### config.mk
export PLATFORM = sky130hd
export DESIGN_NAME = rs_alu_pool
export DESIGN_NICKNAME = d
export VERILOG_FILES = /design/src/rtl/rs_alu_pool.sv
export SDC_FILE = /design/constraint.sdc
export NUM_CORES = 2
export LEC_CHECK = 0
export ABC_AREA = 1
export ABC_CLOCK_PERIOD_IN_PS = 3500
export BUFFER_PORTS_ARGS = -buffer_cell sky130_fd_sc_hd__buf_2
export CORE_MARGIN = 8
export CORE_UTILIZATION = 57
export CTS_CLUSTER_SIZE = 12
export DETAILED_ROUTE_END_ITERATION = 6
export PLACE_DENSITY = 0.83
export SLEW_MARGIN = 5
export SYNTH_ARGS = -nofsm -noshare
export SYNTH_HDL_FRONTEND = slang
export SYNTH_SLANG_ARGS = --single-unit
### constraint.sdc
create_clock -name clk -period 3.5 [get_ports clk]
set_clock_uncertainty 0.15 [all_clocks]
set_input_delay 0.35 -clock clk [delete_from_list [all_inputs] [get_ports clk]]
set_output_delay 0.35 -clock clk [all_outputs]
set_load 0.05 [all_outputs]
### src/rtl/rs_alu_pool.sv
// ALU reservation station: ENTRIES slots woken by CDB_N result buses, with up to
// ISSUE_N oldest-ready-first issues per cycle, a global freeze (rdy) and a flush.
module rs_alu_pool #(
    parameter int ENTRIES = 8,
    parameter int ISSUE_N = 2,
    parameter int CDB_N   = 3,
    parameter int TAG_W   = 4,
    parameter int DATA_W  = 32,
    parameter int OP_W    = 6,
    parameter int ADDR_W  = 5
) (
    input  logic                      clk,
    input  logic                      rst,
    input  logic                      rdy,
    input  logic                      flush,
    input  logic                      in_valid,
    output logic                      in_ready,
    input  logic [OP_W-1:0]           in_op,
    input  logic [TAG_W-1:0]          in_tagx,
    input  logic [TAG_W-1:0]          in_tagy,
    input  logic [DATA_W-1:0]         in_datax,
    input  logic [DATA_W-1:0]         in_datay,
    input  logic [TAG_W-1:0]          in_tagw,
    input  logic [ADDR_W-1:0]         in_addrw,
    input  logic [CDB_N-1:0]          cdb_valid,
    input  logic [CDB_N*TAG_W-1:0]    cdb_tag,
    input  logic [CDB_N*DATA_W-1:0]   cdb_data,
    output logic [ISSUE_N-1:0]        iss_valid,
    input  logic [ISSUE_N-1:0]        iss_ready,
    output logic [ISSUE_N*OP_W-1:0]   iss_op,
    output logic [ISSUE_N*DATA_W-1:0] iss_datax,
    output logic [ISSUE_N*DATA_W-1:0] iss_datay,
    output logic [ISSUE_N*TAG_W-1:0]  iss_tagw,
    output logic [ISSUE_N*ADDR_W-1:0] iss_addrw,
    output logic [$clog2(ENTRIES):0]  occupancy
);

    localparam int IDX_W = $clog2(ENTRIES);
    localparam int CNT_W = IDX_W + 1;
    localparam logic [CNT_W-1:0] FULL_CNT = CNT_W'(ENTRIES);

    // Slot state. older_reg[i][j] = 1 means slot j is older than slot i.
    logic [ENTRIES-1:0] valid_reg;
    logic [ENTRIES-1:0] older_reg [ENTRIES];
    logic [OP_W-1:0]    op_reg    [ENTRIES];
    logic [TAG_W-1:0]   tagx_reg  [ENTRIES];
    logic [TAG_W-1:0]   tagy_reg  [ENTRIES];
    logic [DATA_W-1:0]  datax_reg [ENTRIES];
    logic [DATA_W-1:0]  datay_reg [ENTRIES];
    logic [TAG_W-1:0]   tagw_reg  [ENTRIES];
    logic [ADDR_W-1:0]  addrw_reg [ENTRIES];
    logic [CNT_W-1:0]   count_reg;
    logic [CNT_W-1:0]   count_next;

    logic [ENTRIES-1:0] ready;
    logic [DATA_W:0]    wake_x [ENTRIES];
    logic [DATA_W:0]    wake_y [ENTRIES];
    logic [DATA_W:0]    cap_x;
    logic [DATA_W:0]    cap_y;
    logic               accept;
    logic [IDX_W-1:0]   alloc_idx;
    logic [ENTRIES-1:0] alloc_oh;
    logic [ENTRIES-1:0] pick     [ISSUE_N];
    logic [IDX_W-1:0]   pick_idx [ISSUE_N];
    logic [ISSUE_N-1:0] fire;
    logic [ENTRIES-1:0] free_mask;
    logic [CNT_W-1:0]   fire_cnt;

    // Returns {hit, data}; the lowest-numbered matching bus wins, tag 0 never matches.
    function automatic logic [DATA_W:0] cdb_match(input logic [TAG_W-1:0] tag);
        logic [DATA_W:0] res;
        res = '0;
        for (int k = CDB_N - 1; k >= 0; k--) begin
            if (cdb_valid[k] && (tag != '0) && (cdb_tag[k*TAG_W +: TAG_W] == tag)) begin
                res = {1'b1, cdb_data[k*DATA_W +: DATA_W]};
            end
        end
        return res;
    endfunction

    generate
        for (genvar gi = 0; gi < ENTRIES; gi++) begin : g_slot
            assign ready[gi]  = valid_reg[gi] && (tagx_reg[gi] == '0) && (tagy_reg[gi] == '0);
            assign wake_x[gi] = cdb_match(tagx_reg[gi]);
            assign wake_y[gi] = cdb_match(tagy_reg[gi]);
        end
    endgenerate

    assign cap_x     = cdb_match(in_tagx);
    assign cap_y     = cdb_match(in_tagy);
    assign in_ready  = rdy && (count_reg < FULL_CNT);
    assign accept    = in_valid && in_ready && !flush;
    assign occupancy = count_reg;

    always_comb begin
        alloc_idx = '0;
        for (int i = ENTRIES - 1; i >= 0; i--) begin
            if (!valid_reg[i]) alloc_idx = IDX_W'(i);
        end
        alloc_oh = '0;
        if (accept) alloc_oh[alloc_idx] = 1'b1;
    end

    // Each port takes the slot with no older candidate left after earlier ports picked.
    always_comb begin
        logic [ENTRIES-1:0] avail;
        avail = ready;
        for (int p = 0; p < ISSUE_N; p++) begin
            pick[p]     = '0;
            pick_idx[p] = '0;
            for (int i = 0; i < ENTRIES; i++) begin
                if (avail[i] && ((older_reg[i] & avail) == '0)) begin
                    pick[p][i]  = 1'b1;
                    pick_idx[p] = IDX_W'(i);
                end
            end
            avail = avail & ~pick[p];
        end
    end

    generate
        for (genvar gi = 0; gi < ISSUE_N; gi++) begin : g_port
            assign iss_valid[gi]                  = rdy && !flush && (pick[gi] != '0);
            assign fire[gi]                       = iss_valid[gi] && iss_ready[gi];
            assign iss_op[gi*OP_W +: OP_W]        = op_reg[pick_idx[gi]];
            assign iss_datax[gi*DATA_W +: DATA_W] = datax_reg[pick_idx[gi]];
            assign iss_datay[gi*DATA_W +: DATA_W] = datay_reg[pick_idx[gi]];
            assign iss_tagw[gi*TAG_W +: TAG_W]    = tagw_reg[pick_idx[gi]];
            assign iss_addrw[gi*ADDR_W +: ADDR_W] = addrw_reg[pick_idx[gi]];
        end
    endgenerate

    always_comb begin
        free_mask = '0;
        fire_cnt  = '0;
        for (int p = 0; p < ISSUE_N; p++) begin
            if (fire[p]) begin
                free_mask = free_mask | pick[p];
                fire_cnt  = fire_cnt + CNT_W'(1);
            end
        end
        count_next = count_reg + CNT_W'(accept) - fire_cnt;
    end

    always_ff @(posedge clk or negedge rst) begin
        if (!rst) begin
            valid_reg <= '0;
            count_reg <= '0;
            for (int i = 0; i < ENTRIES; i++) older_reg[i] <= '0;
        end else if (rdy) begin
            if (flush) begin
                valid_reg <= '0;
                count_reg <= '0;
                for (int i = 0; i < ENTRIES; i++) older_reg[i] <= '0;
            end else begin
                valid_reg <= (valid_reg & ~free_mask) | alloc_oh;
                count_reg <= count_next;
                // A new slot is younger than every surviving slot; freed columns clear.
                for (int i = 0; i < ENTRIES; i++) begin
                    older_reg[i] <= alloc_oh[i] ? (valid_reg & ~free_mask)
                                                : (older_reg[i] & ~free_mask);
                end
            end
        end
    end

    always_ff @(posedge clk) begin
        if (rdy && !flush) begin
            for (int i = 0; i < ENTRIES; i++) begin
                if (alloc_oh[i]) begin
                    op_reg[i]    <= in_op;
                    tagw_reg[i]  <= in_tagw;
                    addrw_reg[i] <= in_addrw;
                    tagx_reg[i]  <= cap_x[DATA_W] ? '0 : in_tagx;
                    datax_reg[i] <= cap_x[DATA_W] ? cap_x[DATA_W-1:0] : in_datax;
                    tagy_reg[i]  <= cap_y[DATA_W] ? '0 : in_tagy;
                    datay_reg[i] <= cap_y[DATA_W] ? cap_y[DATA_W-1:0] : in_datay;
                end else if (valid_reg[i]) begin
                    if (wake_x[i][DATA_W]) begin
                        tagx_reg[i]  <= '0;
                        datax_reg[i] <= wake_x[i][DATA_W-1:0];
                    end
                    if (wake_y[i][DATA_W]) begin
                        tagy_reg[i]  <= '0;
                        datay_reg[i] <= wake_y[i][DATA_W-1:0];
                    end
                end
            end
        end
    end

endmodule

==> run metrics, run 1 <==
result of the run did not finish; last step reached global routing; Tool Error [ERROR GRT-0232] Routing congestion too high. Check the congestion heatmap in the GUI.; synthesized flop and latch total 772; Boundary Pins 370; DPL Wire Length 235700 um; compound-gate portion of the synthesized area 25.17%; Most used DFF post-synth sky130_fd_sc_hd__edfxtp_1; total overflow reported by the global router 3; adder and majority gate portion of the synthesized area 0.1516%; xor/xnor share of the synthesized area 0.6983%; number of synthesis warnings 0; type of pin the worst path ends at primary output; setup slack after placement -714.2 ps; GPL Wtd Cong 1.122; sinks on the clock net 772; mean instance size in the synthesized netlist 6.863 um2; number of H-tree branching levels 3; standard-cell row count 121; largest net degree at the start of global routing 77; height of the chip 347.7 um; initial antenna violation count 108; synthesized area 62710 um2; Max Buffers Root-to-Sink 3; multiplexer share of the synthesized area 0.1277%; main combinational cell family by area after synthesis simple AND/OR/NAND/NOR gates; area after detailed placement 73250 um2; die boundary width 347.7 um; worst-path endpoint after global-route repair_timing iss_tagw[4]; share of the yosys chip area belonging to registers 36.23%; share of async-settable or async-resettable flops after synthesis 9.845%; post-synthesis share of cell area spent on and, or, nand and nor gates 25.56%; total routing usage reported by global routing 75.45%; CTS Root Buffer Type sky130_fd_sc_hd__clkbuf_16; number of enable-type register cells in the synthesized netlist 688; Inserted Clock Buffers 89; distinct cell type count after synthesis 63; total of buffers placed on input and output ports 369; syn_nets 9350; Post-Syn Instances 9138; effective utilization at floorplan 57.53%
-- stage by stage --
step	std cells	hold slack (ps)	utilization (%)	TNS (ps)
4_1_cts	11310	1.482	73.90	-160870
3_3_place_gp	11020	348.3	67.20	-94110
3_5_place_dp	11020	366.7	67.20	-102860
2_1_floorplan	9138	-95.59	-	-859.0
-- timing repair --
action / CTS
gates resized for setup: 616
endpoints found under the setup margin: 228
pin swaps: 123
hold endpoints to repair: 202
hold buffers: 21
cloned: 44
buffers inserted: 79
-- logic make-up after synthesis --
| logic type | after synthesis |
|---|---|
| AOI/OAI and AO/OA | 2830 |
| muxes | 8 |
| xor gates and xnor gates | 50 |
| buffers and inverters | 1877 |
| and+or+nand+nor | 3594 |
| adders and majority gates | 7 |
| DFF | 772 |
-- per-layer routing --
layer | GRT overflow | global-route usage (%)
met2 | 1 | 88.01
met1 | 0 | 75.04
met4 | 2 | 69.20
met5 | 0 | 42.60
met3 | 0 | 67.80
-- synth_stat cells, types with 17 or more instances --
cell | n | area (um2)
sky130_fd_sc_hd__a2111oi_0 | 40 | 350.3
sky130_fd_sc_hd__a21oi_1 | 487 | 2437
sky130_fd_sc_hd__a221oi_1 | 46 | 402.9
sky130_fd_sc_hd__a31oi_1 | 68 | 425.4
sky130_fd_sc_hd__buf_1 | 91 | 341.6
sky130_fd_sc_hd__buf_2 | 170 | 850.8
sky130_fd_sc_hd__buf_6 | 25 | 281.5
sky130_fd_sc_hd__clkbuf_1 | 549 | 2061
sky130_fd_sc_hd__dfrtp_1 | 76 | 1902
sky130_fd_sc_hd__edfxtp_1 | 688 | 20660
sky130_fd_sc_hd__inv_1 | 966 | 3626
sky130_fd_sc_hd__inv_2 | 48 | 180.2
sky130_fd_sc_hd__nand2_1 | 1629 | 6115
sky130_fd_sc_hd__nand3_1 | 1151 | 5761
sky130_fd_sc_hd__nand3_2 | 107 | 1071
sky130_fd_sc_hd__nand4_1 | 34 | 212.7
sky130_fd_sc_hd__nor2_1 | 579 | 2173
sky130_fd_sc_hd__nor3_1 | 17 | 85.08
sky130_fd_sc_hd__o211ai_1 | 104 | 780.8
sky130_fd_sc_hd__o21a_1 | 107 | 803.3
sky130_fd_sc_hd__o21ai_0 | 1510 | 7557
sky130_fd_sc_hd__o21ai_1 | 81 | 405.4
sky130_fd_sc_hd__o221ai_1 | 31 | 271.5
sky130_fd_sc_hd__o22ai_1 | 303 | 1896
sky130_fd_sc_hd__o31ai_1 | 17 | 127.6
sky130_fd_sc_hd__xor2_1 | 47 | 411.6
==> run 2: changes to the inputs <==
Settings changed: ABC_CLOCK_PERIOD_IN_PS 3500 to 4500, CORE_UTILIZATION 57 to 40, CTS_CLUSTER_SIZE 12 to not set, PLACE_DENSITY 0.83 to not set, PLACE_DENSITY_LB_ADDON set to 0.15.
Clock period 3.5 ns to 4.5 ns, I/O delays scaled along.
==> run metrics, run 2 <==
result of the run finished, violations left; failing checks design-rule violations, negative setup slack; Lkg Pwr 34.89 nW; die boundary width 412.0 um (+18%); final WL 382200 um; design area 81910 um2; sinks on the clock net 772 (unchanged); power per cell area 239.3 nW/um2; Critical Path Sink Type primary output; detail-routed via count per cell 6.451; share of the synthesized area in the top cell type 32.94% (unchanged); mean instance size in the synthesized netlist 6.863 um2 (unchanged); effective utilization at floorplan 40.19% (-17 points); total of buffers placed on input and output ports 369 (unchanged); clock latency at the later pin of the worst-skew pair 760 ps; Max Buffers Root-to-Sink 3 (unchanged); height of the chip 412.0 um (+18%); vias in the first global route 67750; initial antenna violation count 55; final cycle utilization of the critical path 107.9%; area after detailed placement 71520 um2 (-2.4%); number of synthesis warnings 0 (unchanged); number of enable-type register cells in the synthesized netlist 688 (unchanged); syn_nets 9350 (unchanged); largest net degree at the start of global routing 67; via count 76380; fraction of final layout cells sized beyond drive strength 1 21.71%; final-report setup violation count 159; distinct cell type count after synthesis 63 (unchanged); Area contributors post-synth sky130_fd_sc_hd__edfxtp_1, sky130_fd_sc_hd__o21ai_0, sky130_fd_sc_hd__nand2_1, sky130_fd_sc_hd__nand3_1, sky130_fd_sc_hd__inv_1; critical path type reg2out; wire length of the first global-routing pass 503500 um; CTS Root Buffer Type sky130_fd_sc_hd__clkbuf_16; Finished Layout Cells 11840; largest area contributor in the synthesized netlist sky130_fd_sc_hd__edfxtp_1; share of the yosys chip area belonging to registers 36.23% (unchanged); min cycle time layout 4855 ps; max-slew violation count 0; synthesized area 62710 um2 (unchanged); standard-cell row count 145 (+20%); kind of start point of the critical path flip-flop; DPL Wire Length 248100 um (+5.3%); max frequency 206.0 MHz; Final WS setup -354.7 ps; growth of design area from synthesis to finish 30.61%; normalized max-slew margin 5.032%; NumNets Final 9869; clock edge transition at the registers on the reported setup and hold paths 70 ps; setup slack after placement -1.394 ps (+712.8 ps); first-iteration detailed-routing DRC count 13680; number of H-tree branching levels 3 (unchanged); most common cell after layout, fill and taps aside sky130_fd_sc_hd__nand2_1; cell total after placement 11370 (+3.2%); synthesized flop and latch total 772 (unchanged); total overflow reported by the global router 0; Hold WC Path Type in2reg; core box area 156000 um2; Synth top cells by count sky130_fd_sc_hd__nand2_1, sky130_fd_sc_hd__o21ai_0, sky130_fd_sc_hd__nand3_1, sky130_fd_sc_hd__inv_1, sky130_fd_sc_hd__edfxtp_1; leading cell type by number of instances after synthesis sky130_fd_sc_hd__nand2_1; number of iterations in the first detailed-routing pass 7; signal arrival time at the worst endpoint 4250 ps; Final Hold Violating Endpoints 0; Boundary Pins 370 (unchanged); worst voltage drop across the vdd grid 0.3168 mV; maximum net fanout on the critical path 17; Tightest Pin Transition 1425 ps; post-DR wirelength/cell 32.28 um; die outline area 169700 um2; total routing usage reported by global routing 40.77%; max-cap viol count 0; Most used DFF post-synth sky130_fd_sc_hd__edfxtp_1; GPL Wtd Cong 1.050 (-6.4%); required time reported for the critical path endpoint 3900 ps; post-route ant nets 0; setup repair after global routing missed its margin true; clock tree from TritonCTS built; highest-count cells in the layout ignoring fill and taps sky130_fd_sc_hd__nand2_1, sky130_fd_sc_hd__o21ai_0, sky130_fd_sc_hd__nand3_1, sky130_fd_sc_hd__inv_1, sky130_fd_sc_hd__edfxtp_1; Post-Syn Instances 9138 (unchanged); share of async-settable or async-resettable flops after synthesis 9.845% (unchanged); Remaining DRCs 8; Inserted Clock Buffers 91 (+2.2%)
-- run 2: cell counts after synthesis --
Identical to the previous run, type by type.
-- run 2: layout make-up --
cell class	count	area, um2
fillers	14970	74110
multi-input cells	6494	34690
flip-flops and latches	772	22720
repair buffers	1270	14780
inverters	1027	3896
well taps	2058	2575
clock buffers	102	2328
clock inverters	70	792.0
diodes	46	115.1
repair inverters	1	11.26
-- run 2: logic make-up (layout without fill, tap and decap cells) --
logic type,count (synthesis),after routing,synth area share [%]
AND/OR/NAND/NOR,3594,3599,25.56
AO/OA/AOI/OAI,2830,2830,25.17
buffers and inverters,1877,2470,12.05
flip-flops,772,772,36.23
XOR/XNOR,50,50,0.6983
multiplexers,8,8,0.1277
adder cells (fa/ha/maj),7,7,0.1516
other,0,46,0
-- run 2: metal layers --
layer	part of all wire [%]	vias up	track usage, %
met4	9.7	36	28.84
met3	14	1746	12.95
met2	41	6328	60.09
li1	-	32680	-
met5	0.13	-	1.379
met1	35	35590	50.26
-- run 2: path summary, 6_finish.rpt --
check                                startpoint            end  slack, ps  depth (start not counted)
min in group asynchronous                   rst  older_reg[50]        130                          2
worst min register to register    older_reg[51]  older_reg[51]        370                          2
worst min-delay path                        rdy  older_reg[35]         70                          3
worst max register to register  tagx_reg[1][10]   occupancy[2]         60                         28
worst max-delay path            tagx_reg[1][10]  iss_datay[60]       -350                         27
max in group asynchronous                   rst  older_reg[62]       3110                          3
-- run 2: timing repair --
item | in CTS | in global routing
gates cloned | 28 | 81
pin swaps | 92 | 138
setup endpoints to repair | 159 | 162
setup buffers | 62 | 71
hold endpoints to repair | 170 | 0
hold buffers | 19 | 0
resized for setup | 382 | 573
-- run 2: critical path, cell delays in order (launching register included) --
cell and delay [ps]:
sky130_fd_sc_hd__edfxtp_1 400, sky130_fd_sc_hd__nor2_2 140, sky130_fd_sc_hd__nand2_2 130, sky130_fd_sc_hd__nor2_4 220, sky130_fd_sc_hd__buf_12 150, sky130_fd_sc_hd__buf_6 100
sky130_fd_sc_hd__nand3_4 80, sky130_fd_sc_hd__nand2_4 90, sky130_fd_sc_hd__nor2_4 40, sky130_fd_sc_hd__nand2_4 90, sky130_fd_sc_hd__buf_6 120, sky130_fd_sc_hd__nand2_2 40
sky130_fd_sc_hd__nand2_1 50, sky130_fd_sc_hd__inv_1 40, sky130_fd_sc_hd__nand4_1 200, sky130_fd_sc_hd__nand2_1 120, sky130_fd_sc_hd__nand2_2 100, sky130_fd_sc_hd__nand2_4 70
sky130_fd_sc_hd__nand2_8 150, sky130_fd_sc_hd__buf_12 160, sky130_fd_sc_hd__clkbuf_16 220, sky130_fd_sc_hd__clkbuf_16 220, sky130_fd_sc_hd__nand3_2 90, sky130_fd_sc_hd__nand3_2 80
sky130_fd_sc_hd__nand2_1 70, sky130_fd_sc_hd__nand2_1 80, sky130_fd_sc_hd__nand2_2 70, sky130_fd_sc_hd__buf_12 140
-- run 2: stage by stage --
step	TNS (ps)	hold WS [ps]	util [%]	total power, mW
6_report	-41340	74.90	52.50	19.60
5_1_grt	-57840	89.93	52.45	19.89
4_1_cts	-34550	29.82	49.69	19.39
3_5_place_dp	-1.394	352.5	45.84	11.51
3_3_place_gp	-47.35	351.5	45.84	11.49
2_1_floorplan	0	4.409	-	9.806
-- run 2: power breakdown --
part	total (mW)	internal [mW]	leakage [nW]	switching, mW
sequential	8.10	8.03	7.32	0.0748
clock	7.95	4.38	1.48	3.57
combinational	3.55	0.976	26.1	2.57
total	19.6	13.4	34.9	6.21
Power figures use the tool's default switching activity.
